[src/rtl/button_io_array.sv]
// button_io_array
//   Front-panel input block. Each raw push-button is synchronised, debounced
//   and turned into single-cycle press / release / long-press / auto-repeat
//   strobes. Two channels additionally drive an up/down level selector that
//   either wraps or saturates at its ends.
//
// Ports
//   clk            system clock
//   rst_n          asynchronous active-low reset
//   btn_raw        raw asynchronous buttons, active-high
//   btn_level      debounced stable level per channel
//   press_pulse    one-cycle strobe on accepted 0->1
//   release_pulse  one-cycle strobe on accepted 1->0
//   long_pulse     one-cycle strobe when a hold reaches HOLD_CYCLES
//   repeat_pulse   strobe every REPEAT_CYCLES while held past long press
//   level          selected level, 0..NUM_LEVELS-1
//   level_wrap     one-cycle strobe when level wraps (wrap mode only)
module button_io_array #(
    parameter int unsigned NUM_BTNS            = 4,
    parameter int unsigned DEBOUNCE_CNTR_WIDTH = 20,
    parameter int unsigned HOLD_CYCLES         = 50000000,
    parameter int unsigned REPEAT_CYCLES       = 10000000,
    parameter bit          REPEAT_EN           = 1'b1,
    parameter int unsigned NUM_LEVELS          = 3,
    parameter int unsigned LEVEL_BITS          = 2,
    parameter int unsigned UP_IDX              = 0,
    parameter int unsigned DOWN_IDX            = 1,
    parameter bit          WRAP_MODE           = 1'b1
) (
    input  logic                  clk,
    input  logic                  rst_n,
    input  logic [NUM_BTNS-1:0]   btn_raw,
    output logic [NUM_BTNS-1:0]   btn_level,
    output logic [NUM_BTNS-1:0]   press_pulse,
    output logic [NUM_BTNS-1:0]   release_pulse,
    output logic [NUM_BTNS-1:0]   long_pulse,
    output logic [NUM_BTNS-1:0]   repeat_pulse,
    output logic [LEVEL_BITS-1:0] level,
    output logic                  level_wrap
);

    localparam int unsigned DW     = DEBOUNCE_CNTR_WIDTH;
    localparam int unsigned HOLD_W = $clog2(HOLD_CYCLES + 1);
    localparam int unsigned REP_W  = (REPEAT_CYCLES > 1) ? $clog2(REPEAT_CYCLES) : 1;

    localparam logic [DW-1:0]         DCNT_MAX  = '1;
    localparam logic [DW-1:0]         DCNT_ONE  = DW'(1);
    localparam logic [HOLD_W-1:0]     HOLD_MAX  = HOLD_W'(HOLD_CYCLES);
    localparam logic [HOLD_W-1:0]     HOLD_PRE  = HOLD_W'(HOLD_CYCLES - 1);
    localparam logic [HOLD_W-1:0]     HOLD_ONE  = HOLD_W'(1);
    localparam logic [REP_W-1:0]      REP_LAST  = REP_W'(REPEAT_CYCLES - 1);
    localparam logic [REP_W-1:0]      REP_ONE   = REP_W'(1);
    localparam logic [LEVEL_BITS-1:0] LVL_MAX   = LEVEL_BITS'(NUM_LEVELS - 1);
    localparam logic [LEVEL_BITS-1:0] LVL_ONE   = LEVEL_BITS'(1);

    logic [NUM_BTNS-1:0]             sync0;
    logic [NUM_BTNS-1:0]             sync1;
    logic [NUM_BTNS-1:0]             stable;
    logic [NUM_BTNS-1:0]             stable_d;
    logic [NUM_BTNS-1:0]             stable_nxt;
    logic [NUM_BTNS-1:0][DW-1:0]     dcnt;
    logic [NUM_BTNS-1:0][DW-1:0]     dcnt_nxt;
    logic [NUM_BTNS-1:0][HOLD_W-1:0] hold_cnt;
    logic [NUM_BTNS-1:0][REP_W-1:0]  rep_cnt;

    logic up_evt;
    logic down_evt;

    assign btn_level = stable;

    // Debounce: a mismatch must survive 2^DW consecutive cycles; any cycle
    // of agreement restarts the count.
    always_comb begin
        stable_nxt = stable;
        dcnt_nxt   = '0;
        for (int unsigned i = 0; i < NUM_BTNS; i++) begin
            if (sync1[i] != stable[i]) begin
                if (dcnt[i] == DCNT_MAX) begin
                    stable_nxt[i] = sync1[i];
                end else begin
                    dcnt_nxt[i] = dcnt[i] + DCNT_ONE;
                end
            end
        end
    end

    always_ff @(posedge clk or negedge rst_n) begin
        if (!rst_n) begin
            sync0         <= '0;
            sync1         <= '0;
            stable        <= '0;
            stable_d      <= '0;
            dcnt          <= '0;
            press_pulse   <= '0;
            release_pulse <= '0;
        end else begin
            sync0         <= btn_raw;
            sync1         <= sync0;
            stable        <= stable_nxt;
            stable_d      <= stable;
            dcnt          <= dcnt_nxt;
            press_pulse   <= stable & ~stable_d;
            release_pulse <= ~stable & stable_d;
        end
    end

    // Hold/repeat run only while the channel is held now and stays held on
    // this edge; looking at stable_nxt clears both counters on the release
    // edge itself so no long/repeat strobe can coincide with the release.
    always_ff @(posedge clk or negedge rst_n) begin
        if (!rst_n) begin
            hold_cnt     <= '0;
            rep_cnt      <= '0;
            long_pulse   <= '0;
            repeat_pulse <= '0;
        end else begin
            for (int unsigned i = 0; i < NUM_BTNS; i++) begin
                if (!stable[i] || !stable_nxt[i]) begin
                    hold_cnt[i]     <= '0;
                    rep_cnt[i]      <= '0;
                    long_pulse[i]   <= 1'b0;
                    repeat_pulse[i] <= 1'b0;
                end else begin
                    long_pulse[i]   <= (hold_cnt[i] == HOLD_PRE);
                    repeat_pulse[i] <= 1'b0;
                    if (hold_cnt[i] != HOLD_MAX) begin
                        hold_cnt[i] <= hold_cnt[i] + HOLD_ONE;
                    end else if (REPEAT_EN) begin
                        if (rep_cnt[i] == REP_LAST) begin
                            rep_cnt[i]      <= '0;
                            repeat_pulse[i] <= 1'b1;
                        end else begin
                            rep_cnt[i] <= rep_cnt[i] + REP_ONE;
                        end
                    end
                end
            end
        end
    end

    assign up_evt   = press_pulse[UP_IDX]   | repeat_pulse[UP_IDX];
    assign down_evt = press_pulse[DOWN_IDX] | repeat_pulse[DOWN_IDX];

    always_ff @(posedge clk or negedge rst_n) begin
        if (!rst_n) begin
            level      <= '0;
            level_wrap <= 1'b0;
        end else begin
            level_wrap <= 1'b0;
            if (up_evt && !down_evt) begin
                if (level == LVL_MAX) begin
                    if (WRAP_MODE) begin
                        level      <= '0;
                        level_wrap <= 1'b1;
                    end
                end else begin
                    level <= level + LVL_ONE;
                end
            end else if (down_evt && !up_evt) begin
                if (level == '0) begin
                    if (WRAP_MODE) begin
                        level      <= LVL_MAX;
                        level_wrap <= 1'b1;
                    end
                end else begin
                    level <= level - LVL_ONE;
                end
            end
        end
    end

endmodule
[config.mk]
export PLATFORM = sky130hd
export DESIGN_NAME = button_io_array
export DESIGN_NICKNAME = d
export VERILOG_FILES = /design/src/rtl/button_io_array.sv
export SDC_FILE = /design/constraint.sdc
export NUM_CORES = 1
export LEC_CHECK = 0
export CAP_MARGIN = 25
export CELL_PAD_IN_SITES_DETAIL_PLACEMENT = 0
export CELL_PAD_IN_SITES_GLOBAL_PLACEMENT = 1
export CORE_ASPECT_RATIO = 0.75
export CORE_MARGIN = 2
export CORE_UTILIZATION = 53
export DETAILED_ROUTE_END_ITERATION = 10
export PLACE_DENSITY_LB_ADDON = 0.25
export SYNTH_ARGS = -nofsm -noshare
export SYNTH_HDL_FRONTEND = slang
export SYNTH_SLANG_ARGS = --single-unit
[constraint.sdc]
create_clock -name clk -period 4 [get_ports clk]
set_input_delay 0.6 -clock clk [delete_from_list [all_inputs] [get_ports clk]]
set_output_delay 0.6 -clock clk [all_outputs]
set_load 0.005 [all_outputs]
==> reports/qor.csv <==
stage,metric,value,unit
power,Net Sw Frac,0.210,
synth,Post-Syn Instances,1706,
grt,grt total ovfl,0,
clocking,post_cts resized,0,
flow_run,max_cap viols,0,
grt,gr busiest metal,met1,
synth,Synth cell types,59,
sta,Final Skew,0.0173,ns
sta,maximum clock rate,357,MHz
grt,vias in the first global route,11978,
clocking,CTS Sinks,315,
die,Initial Util,0.535,
die,row count,55,
synth,Synth warnings,0,
grt,largest net degree at the start of global routing,107,
cells_and_area,"commonest non-fill, non-tap cell in the layout",dfrtp_1,
synth,Synth top area share,0.491,
synth,synthesized flop and latch total,315,
die,height of the die,155,um
cells_and_area,area growth from synthesis to layout,11.9,%
sta,minimum clock period,2.80,ns
place,Port-buffer cells,28,
die,Die Area,31700,um^2
die,IO Pins,29,
sta,Final Cycle Share,0.700,
grt,grt met1 use,0.348,
power,Switch Pwr,1.39,mW
route,post-route ant nets,0,
synth,sequential fraction of the synthesis area,0.491,
place,GP Congestion,0.846,
clocking,number of CTS-inserted buffers,34,
sta,unrepaired setup endpoints after global routing,false,
power,Clk pwr share,0.499,
status,status,"finished, final reports clean",
synth,Synth async-reset ratio,1.00,
clocking,"Setup Fix Bufs, Post-CTS",0,
sta,Slew HR,0.268,
power,power per cell area,369,nW/um^2
place,Detail Placement HPWL,22400,um
clocking,clock tree buffer depth,3,
route,Vias/cell,5.90,
synth,post-synthesis instance area,16100,um^2
grt,initial antenna violation count,0,
clocking,htree depth,2,
clocking,"Clk Latency, worst-skew pair",0.52,ns
setup_path,Crit Path Max Fanout,13,
synth,Syn Nets,1733,
synth,Area contributors post-synth,"dfrtp_1, xor2_1, nor2_1",
route,total vias in the final route,12683,
setup_path,worst path required time,4.43,ns
cells_and_area,diodes inserted,0,
sta,Final Setup Violations,0,
setup_path,Setup CP Type,flip-flop to flip-flop,
die,Die W,205,um
setup_path,element type at the critical path end,flip-flop,
synth,Main synth FF type,dfrtp_1,
sta,final hold violation count,0,
sta,Setup TNS,0,ns
cells_and_area,"commonest non-fill, non-tap cells in the layout","dfrtp_1, nor2_1, nand2_1",
synth,Synth area leader,dfrtp_1,
grt,first-pass GRT wire length,59000,um
route,Detailed Route WL,34300,um
grt,GRT Total Usage,0.221,
sta,worst slew pin tran,1.09,ns
synth,Post-synth EDFFs,0,
clocking,CTS tree,done,
power,Logic pwr share,0.016,
route,iteration-0 DRC count of the detailed router,929,
route,DR DRC count,0,
cells_and_area,share of post-route cells with drive strength above 1,0.0560,
power,Power Total,6.62,mW
power,cell-internal power,5.23,mW
clocking,"Clk pin slew, worst setup/hold paths",0.06,ns
cells_and_area,fin nets,1752,
route,first drt pass iteration count,5,
die,Core Footprint,30000,um^2
grt,GR met2 Demand/Resource,0.319,
route,routed len/inst,16.0,um
setup_path,CP arrival,3.23,ns
clocking,post-cts hold buffer count,0,
power,Leak,6.91,nW
power,VDD IR max,0.304,mV
synth,post-synthesis area per instance,9.41,um^2
clocking,root buf cell,clkbuf_16,
sta,fin. max-slew vios,0,
grt,met3 Use GR,0.0331,
power,Flop pwr share,0.485,
min_path,hold crit path type,input pin to asynchronous set/reset pin,
setup_path,CP startpoint kind,flip-flop,
==> area by class of cell <==
| class | instances | area [um^2] |
|---|---|---|
| clock buffer | 45 | 953 |
| clock inverter | 16 | 216 |
| fill | 2651 | 12000 |
| inverter | 39 | 146 |
| multi-input combinational | 1289 | 7790 |
| sequential | 315 | 7880 |
| tap | 399 | 499 |
| timing repair buffer | 46 | 468 |
==> power by group through the flow <==
| stage | Clock, mW | Combinational [mW] | Sequential (mW) |
|---|---|---|---|
| final | 3.30 | 0.106 | 3.21 |
| after global routing | 3.52 | 0.127 | 3.21 |
| after CTS | 3.39 | 0.113 | 3.21 |
| after detailed placement | 0 | 0.112 | 3.27 |
| after global placement | 0 | 0.111 | 3.27 |
| after floorplan | 0 | 0.0274 | 3.27 |
==> cells by family after synthesis <==
| logic type | Yosys count | share of synthesized area |
|---|---|---|
| simple gates | 867 | 0.288 |
| buf+inv | 102 | 0.0245 |
| xor+xnor | 167 | 0.0911 |
| compound gates | 230 | 0.0867 |
| mux | 4 | 0.00265 |
| flops | 315 | 0.491 |
| fa+ha+maj | 21 | 0.0164 |
==> flip-flops by register name (all words and copies together) (netlist names), 4 cells and up <==
register and cells:
rep_cnt 96, hold_cnt 104, sync1 4, sync0 4, repeat_pulse 4, release_pulse 4
stable_d 4, press_pulse 4, dcnt 80, btn_level 4, long_pulse 4
==> worst max-delay path, stage by stage (launching register included) <==
cell and delay [ns]:
dfrtp_1 0.46, or4b_1 0.53, nor4_1 0.35, nand4_1 0.54
or4_1 0.67, a21oi_1 0.16
==> Yosys cell counts (all sizes together), types with 11 or more instances <==
master	n
clkbuf	57
inv	39
and3	51
or3	29
o21ai	46
nor3	48
nor4b	12
nand2	137
and2	11
nor2	230
a21oi	110
xnor2	50
xor2	117
o31ai	31
nand4b	12
nor4	24
nand4	79
dfrtp	315
or4b	12
ha	21
and4	18
or4	50
nand3	112
==> worst paths after layout <==
check,slack [ns],start,end,cells after the start
min reg2reg,0.35,sync0[3],sync1[3],0
max reg2reg,1.20,hold_cnt[16],rep_cnt[21],5
max in group asynchronous,2.92,rst_n,hold_cnt[15],2
max,1.20,hold_cnt[16],rep_cnt[21],5
min,0.10,rst_n,rep_cnt[52],1
min in group clk,0.35,sync0[3],sync1[3],0
==> per-layer routing <==
layer / vias up / part of all wire / routed length [um]
met5: - / 0 / 0
met2: 236 / 0.42 / 14500
met4: 0 / 0.015 / 527
met1: 6218 / 0.52 / 17700
met3: 46 / 0.044 / 1510
li1: 6183 / - / -
==> stage by stage <==
stage	utilization	std cells	setup WS (ns)	instance area [um^2]	hold WS, ns
finish	0.599	2149	1.20	18000	0.105
CTS	0.598	2148	1.25	18000	0.175
detailed placement	0.559	2087	1.28	16800	0.342
global route	0.599	2149	1.03	18000	0.213
global placement	0.559	2086	1.32	16800	0.331
floorplan	-	1706	1.63	16100	0.304
No activity file was read; power rests on OpenSTA's default activity.
